## src/rtl/pcm_frame_sync_if.sv

```systemverilog
// Bit-stream, configuration and status bundle between the bitsync channel
// and one pcm_frame_sync instance.
interface pcm_frame_sync_if #(
  parameter int PATTERN_BITS = 32,
  parameter int LEN_WIDTH    = 16
);
  logic                    symEn;
  logic                    bitIn;
  logic                    bitsyncLock;
  logic [PATTERN_BITS-1:0] syncPattern;
  logic [PATTERN_BITS-1:0] syncMask;
  logic [LEN_WIDTH-1:0]    frameLength;
  logic [5:0]              searchTol;
  logic [5:0]              lockTol;
  logic [3:0]              verifyCount;
  logic [3:0]              flywheelCount;
  logic                    bitOut;
  logic                    bitEn;
  logic                    frameStart;
  logic [LEN_WIDTH-1:0]    bitCount;
  logic                    frameLock;
  logic [1:0]              frameState;
  logic                    inverted;

  modport master (
    output symEn, bitIn, bitsyncLock, syncPattern, syncMask, frameLength,
           searchTol, lockTol, verifyCount, flywheelCount,
    input  bitOut, bitEn, frameStart, bitCount, frameLock, frameState, inverted
  );

  modport slave (
    input  symEn, bitIn, bitsyncLock, syncPattern, syncMask, frameLength,
           searchTol, lockTol, verifyCount, flywheelCount,
    output bitOut, bitEn, frameStart, bitCount, frameLock, frameState, inverted
  );
endinterface

```

## src/rtl/pcm_frame_sync.sv

```systemverilog
// PCM frame synchronizer: masked sync-word correlator plus SEARCH/VERIFY/LOCK/FLYWHEEL.
// Optional FRAME_SYNC_INVERT_EN adds complemented-pattern acquisition and bit correction.
module pcm_frame_sync #(
  parameter int PATTERN_BITS = 32,
  parameter int LEN_WIDTH    = 16
) (
  input  logic            clk,
  input  logic            reset,
  pcm_frame_sync_if.slave bus
);
  localparam int STAGES = 1;
  localparam logic [LEN_WIDTH-1:0] MIN_LEN = LEN_WIDTH'(PATTERN_BITS);

  typedef enum logic [1:0] {SEARCH = 2'd0, VERIFY = 2'd1, LOCK = 2'd2, FLYWHEEL = 2'd3} state_e;

  state_e                  state_q, state_d;
  logic [STAGES:0]         vld_pipe_q;
  logic [PATTERN_BITS-1:0] sr_q;
  logic                    b1_q;
  logic                    bit_out_q;
  logic                    frame_start_q, fs_d;
  logic [LEN_WIDTH-1:0]    cnt_q, cnt_d, cnt_inc;
  logic [3:0]              good_q, good_d;
  logic [3:0]              bad_q, bad_d;
  logic                    inv_q, inv_d;
  logic [4:0]              good_inc, bad_inc;
  logic [15:0]             errs_true, errs_sel, stol, ltol;
  logic                    cfg_ok, at_check, pass, go;

  function automatic logic [15:0] popcnt(input logic [PATTERN_BITS-1:0] v);
    logic [15:0] n;
    n = '0;
    for (int i = 0; i < PATTERN_BITS; i++) n = n + 16'(v[i]);
    return n;
  endfunction

  assign errs_true = popcnt((sr_q ^ bus.syncPattern) & bus.syncMask);
  assign stol      = {10'd0, bus.searchTol};
  assign ltol      = {10'd0, bus.lockTol};
  assign cfg_ok    = bus.frameLength >= MIN_LEN;
  assign cnt_inc   = (cnt_q >= bus.frameLength) ? LEN_WIDTH'(1) : cnt_q + LEN_WIDTH'(1);
  assign at_check  = (cnt_inc == bus.frameLength);
  assign good_inc  = {1'b0, good_q} + 5'd1;
  assign bad_inc   = {1'b0, bad_q} + 5'd1;

`ifdef FRAME_SYNC_INVERT_EN
  logic [15:0] errs_inv;
  assign errs_inv = popcnt((~sr_q ^ bus.syncPattern) & bus.syncMask);
  // once acquired, checks stick to the polarity found in SEARCH
  assign errs_sel = inv_q ? errs_inv : errs_true;
`else
  assign errs_sel = errs_true;
`endif
  assign pass = (errs_sel <= ltol);

  always_comb begin
    state_d = state_q;
    cnt_d   = cnt_q;
    good_d  = good_q;
    bad_d   = bad_q;
    inv_d   = inv_q;
    fs_d    = 1'b0;
    go      = 1'b0;
    if (!bus.bitsyncLock || !cfg_ok) begin
      state_d = SEARCH;
      cnt_d   = '0;
      good_d  = '0;
      bad_d   = '0;
      inv_d   = 1'b0;
    end else if (vld_pipe_q[0]) begin
      // frame timing free-runs in every state except SEARCH
      if (state_q != SEARCH) begin
        cnt_d = cnt_inc;
        fs_d  = (cnt_inc == LEN_WIDTH'(1));
      end
      unique case (state_q)
        SEARCH: begin
          cnt_d = '0;
          if (errs_true <= stol) begin
            go    = 1'b1;
            inv_d = 1'b0;
          end
`ifdef FRAME_SYNC_INVERT_EN
          else if (errs_inv <= stol) begin
            go    = 1'b1;
            inv_d = 1'b1;
          end
`endif
          if (go) begin
            good_d  = 4'd1;
            bad_d   = '0;
            state_d = (bus.verifyCount <= 4'd1) ? LOCK : VERIFY;
          end
        end
        VERIFY: if (at_check) begin
          if (pass) begin
            good_d = good_inc[3:0];
            if (good_inc >= {1'b0, bus.verifyCount}) state_d = LOCK;
          end else begin
            state_d = SEARCH;
            good_d  = '0;
            inv_d   = 1'b0;
          end
        end
        LOCK: if (at_check && !pass) begin
          bad_d = 4'd1;
          if (bus.flywheelCount == 4'd0) begin
            state_d = SEARCH;
            good_d  = '0;
            bad_d   = '0;
            inv_d   = 1'b0;
          end else begin
            state_d = FLYWHEEL;
          end
        end
        FLYWHEEL: if (at_check) begin
          if (pass) begin
            state_d = LOCK;
            bad_d   = '0;
          end else if (bad_inc > {1'b0, bus.flywheelCount}) begin
            state_d = SEARCH;
            good_d  = '0;
            bad_d   = '0;
            inv_d   = 1'b0;
          end else begin
            bad_d = bad_inc[3:0];
          end
        end
        default: state_d = SEARCH;
      endcase
    end
  end

  always_ff @(posedge clk or posedge reset) begin
    if (reset) begin
      vld_pipe_q    <= '0;
      sr_q          <= '0;
      b1_q          <= 1'b0;
      bit_out_q     <= 1'b0;
      frame_start_q <= 1'b0;
      cnt_q         <= '0;
      good_q        <= '0;
      bad_q         <= '0;
      inv_q         <= 1'b0;
      state_q       <= SEARCH;
    end else begin
      vld_pipe_q <= {vld_pipe_q[STAGES-1:0], bus.symEn};
      if (bus.symEn) begin
        sr_q <= {sr_q[PATTERN_BITS-2:0], bus.bitIn};
        b1_q <= bus.bitIn;
      end
      if (vld_pipe_q[0]) bit_out_q <= b1_q ^ inv_d;
      frame_start_q <= fs_d;
      cnt_q         <= cnt_d;
      good_q        <= good_d;
      bad_q         <= bad_d;
      inv_q         <= inv_d;
      state_q       <= state_d;
    end
  end

  assign bus.bitEn      = vld_pipe_q[STAGES];
  assign bus.bitOut     = bit_out_q;
  assign bus.frameStart = frame_start_q;
  assign bus.bitCount   = cnt_q;
  assign bus.frameLock  = state_q[1];
  assign bus.frameState = state_q;
  assign bus.inverted   = inv_q;
endmodule

```

## src/flat_wrapper.sv

```systemverilog
// flat-port wrapper written by rule: the top's interface ports become plain ports
module pcm_frame_sync_flat 
#(
  parameter int PATTERN_BITS = 32,
  parameter int LEN_WIDTH    = 16
)
  (clk, reset, bus_symEn, bus_bitIn, bus_bitsyncLock, bus_syncPattern, bus_syncMask, bus_frameLength, bus_searchTol, bus_lockTol, bus_verifyCount, bus_flywheelCount, bus_bitOut, bus_bitEn, bus_frameStart, bus_bitCount, bus_frameLock, bus_frameState, bus_inverted);
  pcm_frame_sync_if #(.PATTERN_BITS(PATTERN_BITS), .LEN_WIDTH(LEN_WIDTH)) bus_i ();
  input  logic clk;
  input  logic reset;
  input wire logic [$bits(bus_i.symEn)-1:0] bus_symEn;
  input wire logic [$bits(bus_i.bitIn)-1:0] bus_bitIn;
  input wire logic [$bits(bus_i.bitsyncLock)-1:0] bus_bitsyncLock;
  input wire logic [$bits(bus_i.syncPattern)-1:0] bus_syncPattern;
  input wire logic [$bits(bus_i.syncMask)-1:0] bus_syncMask;
  input wire logic [$bits(bus_i.frameLength)-1:0] bus_frameLength;
  input wire logic [$bits(bus_i.searchTol)-1:0] bus_searchTol;
  input wire logic [$bits(bus_i.lockTol)-1:0] bus_lockTol;
  input wire logic [$bits(bus_i.verifyCount)-1:0] bus_verifyCount;
  input wire logic [$bits(bus_i.flywheelCount)-1:0] bus_flywheelCount;
  output wire logic [$bits(bus_i.bitOut)-1:0] bus_bitOut;
  output wire logic [$bits(bus_i.bitEn)-1:0] bus_bitEn;
  output wire logic [$bits(bus_i.frameStart)-1:0] bus_frameStart;
  output wire logic [$bits(bus_i.bitCount)-1:0] bus_bitCount;
  output wire logic [$bits(bus_i.frameLock)-1:0] bus_frameLock;
  output wire logic [$bits(bus_i.frameState)-1:0] bus_frameState;
  output wire logic [$bits(bus_i.inverted)-1:0] bus_inverted;
  assign bus_i.symEn = bus_symEn;
  assign bus_i.bitIn = bus_bitIn;
  assign bus_i.bitsyncLock = bus_bitsyncLock;
  assign bus_i.syncPattern = bus_syncPattern;
  assign bus_i.syncMask = bus_syncMask;
  assign bus_i.frameLength = bus_frameLength;
  assign bus_i.searchTol = bus_searchTol;
  assign bus_i.lockTol = bus_lockTol;
  assign bus_i.verifyCount = bus_verifyCount;
  assign bus_i.flywheelCount = bus_flywheelCount;
  assign bus_bitOut = bus_i.bitOut;
  assign bus_bitEn = bus_i.bitEn;
  assign bus_frameStart = bus_i.frameStart;
  assign bus_bitCount = bus_i.bitCount;
  assign bus_frameLock = bus_i.frameLock;
  assign bus_frameState = bus_i.frameState;
  assign bus_inverted = bus_i.inverted;
  pcm_frame_sync #(.PATTERN_BITS(PATTERN_BITS), .LEN_WIDTH(LEN_WIDTH)) u_core (.clk(clk), .reset(reset), .bus(bus_i));
endmodule
```

## config.mk

```make
export PLATFORM = sky130hd
export DESIGN_NAME = pcm_frame_sync_flat
export DESIGN_NICKNAME = d
export VERILOG_FILES = /design/src/rtl/pcm_frame_sync_if.sv /design/src/rtl/pcm_frame_sync.sv /design/src/flat_wrapper.sv
export SDC_FILE = /design/constraint.sdc
export NUM_CORES = 1
export LEC_CHECK = 0
export BUFFER_PORTS_ARGS = -buffer_cell sky130_fd_sc_hd__buf_2
export CAP_MARGIN = 10
export CORE_MARGIN = 3
export CORE_UTILIZATION = 51
export DETAILED_ROUTE_END_ITERATION = 12
export GPL_ROUTABILITY_DRIVEN = 1
export PLACE_DENSITY = 0.78
export SYNTH_ARGS = -nofsm -noshare
export SYNTH_HDL_FRONTEND = slang
export SYNTH_SLANG_ARGS = --single-unit
```

## constraint.sdc

```tcl
create_clock -name clk -period 7.48 [get_ports clk]
set_input_delay 1.122 -clock clk [delete_from_list [all_inputs] [get_ports clk]]
set_output_delay 1.122 -clock clk [all_outputs]
set_load 0.01 [all_outputs]
```

==> impl_metrics.tcl, run 1 <==
set metrics [dict create \
    core_region_area_sq_um 11080 \
    setup_tns_ps -282.3 \
    routed_wirelength_microns 16620 \
    hold_path_startpoint "u_core.sr_q[31]$_DFFE_PP0P_" \
    grt_pass1_wl_microns 26400 \
    finalSetupViolations 9 \
    final_common_cell "buf_2" \
    die-area_sq_um 12940 \
    final_nets 949 \
    worstPathArrival_ps 7820 \
    grt-ovfl-total 0 \
    die_h_microns 113.8 \
    min_period_over_period 1.012 \
    insertedDiodeCount 0 \
    hold_class "reg2reg" \
    cpMostUsedCell "fa_1" \
    dr.first_iter.drc_count 349 \
    reg2reg_depth 29 \
    place_congestion 0.9665 \
    ys_ff_latch 63 \
    fillCellCount 912 \
    worst_pin_slew_ps 1139 \
    violations "setup timing" \
    end_kind "flop" \
    grt_max_degree 64 \
    fin_ws_ps -87.49 \
    hold_depth 1 \
    hold-path-endpoint "u_core.sr_q[31]$_DFFE_PP0P_" \
    synth_top_area_frac 0.2662 \
    critPathMaxFanout 3 \
    synthTopCellsByArea "dfrtp_1 27%, ha_1 9.9%, fa_1 8.1%" \
    wl_per_cell_microns 18.10 \
    min_period_ps 7567 \
    cpPeakStageDelay_ps 550 \
    grt_pass1_vias 5594 \
    yosysTopAreaCell "dfrtp_1" \
    drive_gt1_frac 0.3111 \
    area_growth_pct 22.21 \
    cts_num_sinks 63 \
    dr.pass1.iters 5 \
    cts.clk_slew.worst_paths_ps 60 \
    synth.net_count 812 \
    ys.flop_type "dfrtp_1" \
    utilization 0.6533 \
    max_cap_viol_count 0 \
    status "finished with violations" \
    htreeDepth 3 \
    start_util 0.5346 \
    synth_warnings 0 \
    clockBufferDepth 2 \
    path_class "in2reg" \
    synthCells 636 \
    start_kind "input port" \
    synthArstFlopShare 1.000 \
    finalClockSkew_ps 9.980 \
    vias 5348 \
    required_ps 7730 \
    num_rows 38 \
    grt_antenna_before_repair 0 \
    slew_headroom 0.2380 \
    tritoncts "yes" \
    portBuffers 127 \
    vias_per_cell 5.826 \
    syn_area_sq_um 5922 \
    hold_violations 0 \
    rrSetupSlack_ps 310 \
    cts-root-buf "clkbuf_16" \
    slowest_stage "fa_1" \
    dp_hpwl_microns 12270 \
    rsz0062_at_grt "true" \
    fmax_mhz 132.1 \
    numCtsBuffers 9 \
    timing.rr.start "u_core.sr_q[0]$_DFFE_PP0P_" \
    maxSlewViolCount 0 \
    worstSkewPairLatency_ps 340 \
    synth_edf_count 0 \
    die_x_microns 113.8 \
    grt_use_total 0.2538 \
    regToRegEndpoint "u_core.bus.bitOut$_DFFE_PP0P_" \
    avgSynthCellArea_sq_um 9.311 \
    ys_seq_area_frac 0.2662 \
    route.detailed.drc 0 \
    ys_types 68 \
    layout_common_cells "125 x buf_2, 63 x inv_1, 63 x dfrtp_1" \
    ios 128 \
    critPathLaunch "bus_syncPattern[0]" \
    pre_cts_ws_ps -604.5 \
    ant_nets 0 \
]
worst max-delay path, delay by kind of cell:
family | cells | cell delay, ps
simple gates | 4 | 490
buf+inv | 7 | 630
fa+ha+maj | 10 | 4070
compound gates | 7 | 1200
xor+xnor | 2 | 280
area by class of cell:
class | count | area (sq um) | share of cell area
clock buffers | 9 | 225.2 | 0.03112
clock inverters | 7 | 55.05 | 0.007607
inverters | 67 | 251.5 | 0.03475
multi-input cells | 482 | 4133 | 0.5711
flip-flops and latches | 63 | 1577 | 0.2178
well taps | 140 | 175.2 | 0.02420
repair buffers | 150 | 820.8 | 0.1134
metrics by stage:
stage | std cells | hold WS [ps] | area [sq um]
after global routing | 918 | 567.8 | 7237
after CTS | 915 | 548.0 | 7133
after floorplan | 636 | 412.2 | 5947
after global placement | 893 | 527.4 | 6753
after detailed placement | 893 | 537.0 | 6753
final | 918 | 547.4 | 7237
worst max-delay path by stage:
stage,to,slack (ps),depth (start not counted)
6_report,u_core.bus.bitOut$_DFFE_PP0P_,-90,30
5_1_grt,u_core.bus.bitOut$_DFFE_PP0P_,-310,30
4_1_cts,u_core.good_q[1]$_DFFE_PP0P_,-60,26
3_5_place_dp,u_core.good_q[1]$_DFFE_PP0P_,-600,26
3_3_place_gp,u_core.good_q[1]$_DFFE_PP0P_,-310,26
2_1_floorplan,u_core.bus.bitOut$_DFFE_PP0P_,-20,25
cell usage after synthesis (3+ instances only):
cell type,instances
a211oi_1,5
a21o_1,9
a21oi_1,18
a31oi_1,6
and2_1,21
and3_1,6
buf_1,3
buf_2,4
clkbuf_1,14
dfrtp_1,63
fa_1,24
ha_1,47
inv_1,67
mux2_2,32
mux2i_1,12
nand2_1,55
nand3_1,17
nand3b_1,8
nand4_1,12
nor2_1,28
nor2b_1,8
nor3_1,6
nor4_1,7
o2111ai_1,3
o211ai_1,5
o21a_1,3
o21ai_0,30
o22ai_1,3
o2bb2ai_1,3
o31ai_1,4
or4_1,4
xnor2_1,20
xnor3_1,3
xor2_1,39
repair_timing:
action,4_1_cts,5_1_grt
setup buffers,7,5
gates resized for setup,11,16
pin swaps,20,20
hold buffers,0,0
endpoints found under the hold margin,0,0
endpoints found under the setup margin,12,12
flip-flops by register name, summed over array words and instances (netlist names):
name	flops
u_core.vld_pipe_q	2
u_core.bus.frameStart	1
u_core.bus.bitOut	1
u_core.bus.bitCount	16
u_core.good_q	4
u_core.bus.inverted	1
u_core.bad_q	4
u_core.sr_q	32
u_core.bus.frameState	2
cells by family after synthesis:
family | share of synthesized area
adders and majority gates | 0.1804
DFF | 0.2662
buffers and inverters | 0.06106
AOI/OAI and AO/OA | 0.1333
xor gates and xnor gates | 0.09867
muxes | 0.08113
and+or+nand+nor | 0.1792
metal layers:
metal  up-vias  GRT usage  routed length, microns
met5         -          0                       0
met4         0     0.1122                     437
met2       197     0.4331                    8606
li1       2497          -                       -
met3        46    0.03448                     950
met1      2608     0.3213                    6625
Power of run 1 is left out: the tool's default activity adds up to more than one toggle a clock period on the data nets, which glitch-free logic cannot reach.
==> inputs of run 2 (changes only) <==
--- a/constraint.sdc
+++ b/constraint.sdc
@@ -3,2 +3,2 @@
 set_output_delay 1.122 -clock clk [all_outputs]
-set_load 0.01 [all_outputs]
+set_load 0.05 [all_outputs]
==> run 2 against run 1 <==
The flow now finishes without violations. Non-clock buffer count is 6 lower. Final area up 0.40%. Cell count decreased by 0.65%. Count of clock-buffer cells in the layout unchanged. First-iteration DRC count rose by 36%. Setup slack better by 130 ps. Maximum frequency grew 1.7%. Via count fell by 1.3%. Sequential cell count unchanged.
==> impl_metrics.tcl, run 2 (synthesis gave the netlist of run 1 again) <==
set metrics [dict create \
    status "finished, final reports clean" \
    core_region_area_sq_um 11080 \
    min_period_ps 7441 \
    multi_input_area_sq_um 4116 \
    die_x_microns 113.8 \
    vias_per_cell 5.788 \
    routed_wirelength_microns 16130 \
    die_h_microns 113.8 \
    ant_nets 0 \
    cp_top_family "adder cells" \
    maxSlewViolCount 0 \
    worst_pin_slew_ps 1129 \
    utilization 0.6559 \
    slowest_stage "fa_1" \
    reg2reg_depth 25 \
    grt_pass1_wl_microns 25880 \
    grt_use_total 0.2490 \
    cts_hold_buf 0 \
    dp_hpwl_microns 12120 \
    num_rows 38 \
    cpPeakStageDelay_ps 530 \
    regToRegEndpoint "u_core.bus.bitOut$_DFFE_PP0P_" \
    cp_num_cells 26 \
    grt_max_degree 64 \
    endpoint "u_core.bus.bitOut$_DFFE_PP0P_" \
    route.detailed.drc 0 \
    start_kind "input port" \
    finalClockSkew_ps 8.290 \
    portBuffers 127 \
    start_util 0.5346 \
    grt-ovfl-total 0 \
    vias 5279 \
    rrSetupSlack_ps 450 \
    final_cell_area_sq_um 7266 \
    fmax_mhz 134.4 \
    tritoncts "yes" \
    path_class "in2reg" \
    end_kind "flop" \
    finalSetupViolations 0 \
    slew_headroom 0.2444 \
    required_ps 7720 \
    area_growth_pct 22.69 \
    final_common_cell "buf_2" \
    clockBufferDepth 2 \
    drive_gt1_frac 0.2992 \
    postPlaceCellArea_sq_um 6733 \
    layout_common_cells "125 x buf_2, 63 x inv_1, 63 x dfrtp_1" \
    htreeDepth 3 \
    critPathMaxFanout 4 \
    cts_num_sinks 63 \
    cpMostUsedCell "fa_1" \
    cts-root-buf "clkbuf_16" \
    ff_latch_area_sq_um 1577 \
    wl_per_cell_microns 17.68 \
    cts.clk_slew.worst_paths_ps 50 \
    grt_pass1_vias 5444 \
    grt_antenna_before_repair 0 \
    place_congestion 0.9479 \
    worstPathArrival_ps 7680 \
    hold_violations 0 \
    largest_reg_flops 32 \
    timing.rr.start "u_core.sr_q[0]$_DFFE_PP0P_" \
    critPathLaunch "bus_syncPattern[0]" \
    min_period_over_period 0.9947 \
    insertedDiodeCount 0 \
    rsz0062_at_grt "true" \
    numCtsBuffers 9 \
    worstSkewPairLatency_ps 340 \
    fillCellCount 866 \
    die-area_sq_um 12940 \
    dr.first_iter.drc_count 474 \
    top_register "u_core.sr_q" \
    final_nets 943 \
    dr.pass1.iters 5 \
    critPathBufInv 5 \
    hold_class "reg2reg" \
    max_cap_viol_count 0 \
    ios 128 \
]
run 2: cell count changes in the layout (fill, tap and decap cells not counted), moves of 2 or more:
cell       delta
a21oi_2       -2
buf_4         -6
bufinv_16     +4
inv_6         -3
nor2b_1       +2
nor2b_2       -3
run 2: worst min path at each step:
stage / start / to / slack (ps) / depth (start not counted)
2_1_floorplan: u_core.vld_pipe_q[0]$_DFF_PP0_ / u_core.vld_pipe_q[1]$_DFF_PP0_ / 410 / 0
3_3_place_gp: u_core.sr_q[7]$_DFFE_PP0P_ / u_core.sr_q[8]$_DFFE_PP0P_ / 530 / 1
3_5_place_dp: u_core.sr_q[25]$_DFFE_PP0P_ / u_core.sr_q[26]$_DFFE_PP0P_ / 540 / 1
4_1_cts: u_core.sr_q[25]$_DFFE_PP0P_ / u_core.sr_q[26]$_DFFE_PP0P_ / 550 / 1
5_1_grt: u_core.sr_q[25]$_DFFE_PP0P_ / u_core.sr_q[25]$_DFFE_PP0P_ / 570 / 1
6_report: u_core.sr_q[25]$_DFFE_PP0P_ / u_core.sr_q[26]$_DFFE_PP0P_ / 550 / 1
run 2: final cells by class:
| cell class | instances | share of cell area |
|---|---|---|
| well taps | 140 | 0.02411 |
| multi-input cells | 482 | 0.5666 |
| clock inverters | 7 | 0.01998 |
| flip-flops and latches | 63 | 0.2170 |
| inverters | 67 | 0.03461 |
| clock buffers | 9 | 0.03100 |
| repair buffers | 144 | 0.1068 |
run 2: repair_timing:
action / CTS / global route
pin swaps: 22 / 19
setup buffers: 4 / 1
cloned: 0 / 0
setup endpoints to repair: 11 / 12
resized for setup: 15 / 11
run 2: metrics by stage:
step	instances	TNS, ps	hold WS (ps)	setup WS, ps
4_1_cts	912	-596.8	554.9	-87.37
2_1_floorplan	636	0	412.2	7.530
3_3_place_gp	892	-2414	534.0	-272.2
3_5_place_dp	892	-4965	542.2	-511.7
5_1_grt	912	-520.5	572.4	-92.12
6_report	912	0	547.1	39.46
run 2: layer usage:
layer  GRT usage  routed length, microns
met5           0                       0
met4     0.08734                     410
met3     0.04615                     992
met2      0.4386                    8317
met1      0.3050                    6407
Power of run 2 is left out for the same reason.
==> inputs of run 3 (changes only) <==
Settings changed: ABC_AREA from default to 1, PLACE_DENSITY 0.78 to 0.79.
==> run 3 against run 2 <==
Register-to-register slack better by 280 ps. Core utilization is 2.1 points lower. Via count is 5.5% higher. Final area is 3.7% lower. First-iteration DRC count is 44% lower. Highest routed layer unchanged. Hold slack worse by 36 ps. Cell count is 18% higher.
==> impl_metrics.tcl, run 3 <==
set metrics [dict create \
    fmax_mhz 139.7 \
    die_x_microns 113.1 \
    route.detailed.drc 0 \
    synth_top_area_frac 0.2693 \
    routed_wirelength_microns 14910 \
    ys_seq_area_frac 0.2693 \
    dr.pass1.iters 5 \
    synth_compound_area_frac 0.1178 \
    postPlaceCellArea_sq_um 6700 \
    synthArstFlopShare 1.000 \
    vdd_drop_max_mv 0.3936 \
    die-area_sq_um 12800 \
    cts_hold_buf 0 \
    slew_headroom 0.3511 \
    layout_common_cells "158 x nand2_1, 134 x inv_1, 127 x buf_2" \
    yosys.area_share.simple 0.2781 \
    cpMostUsedCell "fa_1" \
    slowest_stage "fa_1" \
    synth_edf_count 0 \
    hold_class "reg2reg" \
    fin_ws_ps 323.8 \
    avgSynthCellArea_sq_um 7.411 \
    synth.net_count 966 \
    place_congestion 0.9159 \
    worstPathArrival_ps 7370 \
    path_class "in2reg" \
    grt_pass1_wl_microns 24850 \
    rsz0062_at_grt "false" \
    grt_use_total 0.2417 \
    die_h_microns 113.1 \
    ys_ff_latch 63 \
    yosysTopAreaCell "dfrtp_1" \
    ys.flop_type "dfrtp_1" \
    critPathMaxFanout 4 \
    fillCellCount 1036 \
    worst_pin_slew_ps 969.8 \
    reg2reg_depth 29 \
    pre_cts_ws_ps -426.9 \
    finalSetupViolations 0 \
    portBuffers 127 \
    ff_latch_area_sq_um 1577 \
    synthAdderAreaFrac 0.1825 \
    holdWs_ps 510.7 \
    synthTopCellsByArea "dfrtp_1 27%, nand2_1 10%, ha_1 10%" \
    synthXorXnorAreaFrac 0.04445 \
    worstSkewPairLatency_ps 340 \
    p_leak_nw 3.880 \
    hold_path_startpoint "u_core.bad_q[1]$_DFFE_PP0P_" \
    start_kind "input port" \
    finalClockSkew_ps 8.652 \
    wl_per_cell_microns 13.89 \
    maxSlewViolCount 0 \
    final_cell_area_sq_um 6999 \
    regToRegEndpoint "u_core.bus.frameState[1]$_DFFE_PP0P_" \
    top_register "u_core.sr_q" \
    max_cap_viol_count 0 \
    clockBufferDepth 2 \
    end_kind "flop" \
    ant_nets 0 \
    core_region_area_sq_um 11030 \
    min_period_ps 7156 \
    syn_area_sq_um 5854 \
    synth.most_common_cell "nand2_1" \
    min_period_over_period 0.9567 \
    dp_hpwl_microns 12050 \
    timing.rr.start "u_core.sr_q[0]$_DFFE_PP0P_" \
    synth_top_family_by_area "simple AND/OR/NAND/NOR gates" \
    rrSetupSlack_ps 730 \
    cts.clk_slew.worst_paths_ps 60 \
    grt_pass1_vias 5410 \
    cts_num_sinks 63 \
    hold_depth 2 \
    cts-root-buf "clkbuf_16" \
    placedCellCount 1057 \
    setup_tns_ps 0 \
    vias 5571 \
    synthTopCellsByCount "159 x nand2_1, 138 x inv_1, 64 x nor2_1, 63 x dfrtp_1, 53 x a21oi_1" \
    largest_reg_flops 32 \
    grt_max_degree 66 \
    cpPeakStageDelay_ps 560 \
    tritoncts "yes" \
    vias_per_cell 5.192 \
    num_rows 38 \
    required_ps 7700 \
    insertedDiodeCount 0 \
    power_mw 2.965 \
    hold_violations 0 \
    final_cells 1073 \
    grt-ovfl-total 0 \
    status "finished, final reports clean" \
    multi_input_area_sq_um 3672 \
    utilization 0.6345 \
    ios 128 \
    start_util 0.5307 \
    hold-path-endpoint "u_core.bad_q[1]$_DFFE_PP0P_" \
    numCtsBuffers 9 \
    synth_warnings 0 \
    dr.first_iter.drc_count 267 \
    area_growth_pct 19.56 \
    grt_antenna_before_repair 0 \
    power.density_nw_per_um2 423.7 \
    final_nets 1105 \
    htreeDepth 3 \
    drive_gt1_frac 0.2326 \
    synthCells 790 \
    ys_types 44 \
    final_common_cell "nand2_1" \
    synthMuxAreaShare 0 \
]
==> run 3: changes by cell type after synthesis, moves of 14 or more <==
cell	previous run	this run
nor2_1	28	64
xnor2_1	20	0
nand4_1	12	26
a21oi_1	18	53
inv_1	67	138
mux2_2	32	0
and2_1	21	0
nand3_1	17	43
o21ai_0	30	48
nand2_1	55	159
==> run 3: timing repair <==
item,CTS,global route
buffers inserted,0,1
hold endpoints to repair,0,0
pin swaps,3,12
setup endpoints to repair,3,12
resized for setup,2,14
==> run 3: cell type report <==
cell class / count / area share
Clock buffer: 11 / 0.03468
Tap cell: 140 / 0.02503
Clock inverter: 4 / 0.003218
Sequential cell: 63 / 0.2252
Multi-Input combinational cell: 563 / 0.5247
Inverter: 151 / 0.08134
Timing Repair Buffer: 141 / 0.1058
==> run 3: worst max path at each step <==
stage | start | end | slack [ps] | depth (start not counted)
after CTS | bus_syncPattern[0] | u_core.bus.frameState[1]$_DFFE_PP0P_ | 20 | 31
after global placement | bus_syncPattern[0] | u_core.bus.frameState[0]$_DFFE_PP0P_ | -220 | 31
final | bus_syncPattern[0] | u_core.bus.frameState[1]$_DFFE_PP0P_ | 320 | 30
after detailed placement | bus_syncPattern[0] | u_core.bus.frameState[1]$_DFFE_PP0P_ | -430 | 31
after global routing | bus_syncPattern[0] | u_core.bus.frameState[0]$_DFFE_PP0P_ | 6 | 30
after floorplan | bus_syncPattern[0] | u_core.bus.frameState[1]$_DFFE_PP0P_ | 70 | 30
==> run 3: power by group <==
| group | internal (mW) | leakage (nW) | switching [mW] | total (mW) |
|---|---|---|---|---|
| clock network | 0.229 | 0.131 | 0.156 | 0.385 |
| logic | 0.952 | 2.95 | 1.20 | 2.15 |
| registers | 0.383 | 0.794 | 0.0480 | 0.431 |
==> run 3: cell families after synthesis <==
group / after synthesis
buf+inv: 164
simple gates: 339
fa+ha+maj: 71
xor+xnor: 28
compound gates: 125
flops: 63
==> run 3: per-layer routing <==
layer  vias to the layer above  GRT usage  routed length [microns]
met5                         -          0                        0
met4                         0    0.07853                      323
met3                        27    0.03529                      950
met2                       166     0.4202                     7332
met1                      2543     0.3097                     6299
li1                       2835          -                        -
==> run 3: critical path, delay by kind of cell <==
family	cells	cell delay (ps)
buffers and inverters	7	560
AO/OA/AOI/OAI	6	870
XOR/XNOR	1	230
AND/OR/NAND/NOR	6	500
adder cells (fa/ha/maj)	10	4120
Note: power is estimated with default switching activity, not from simulation.
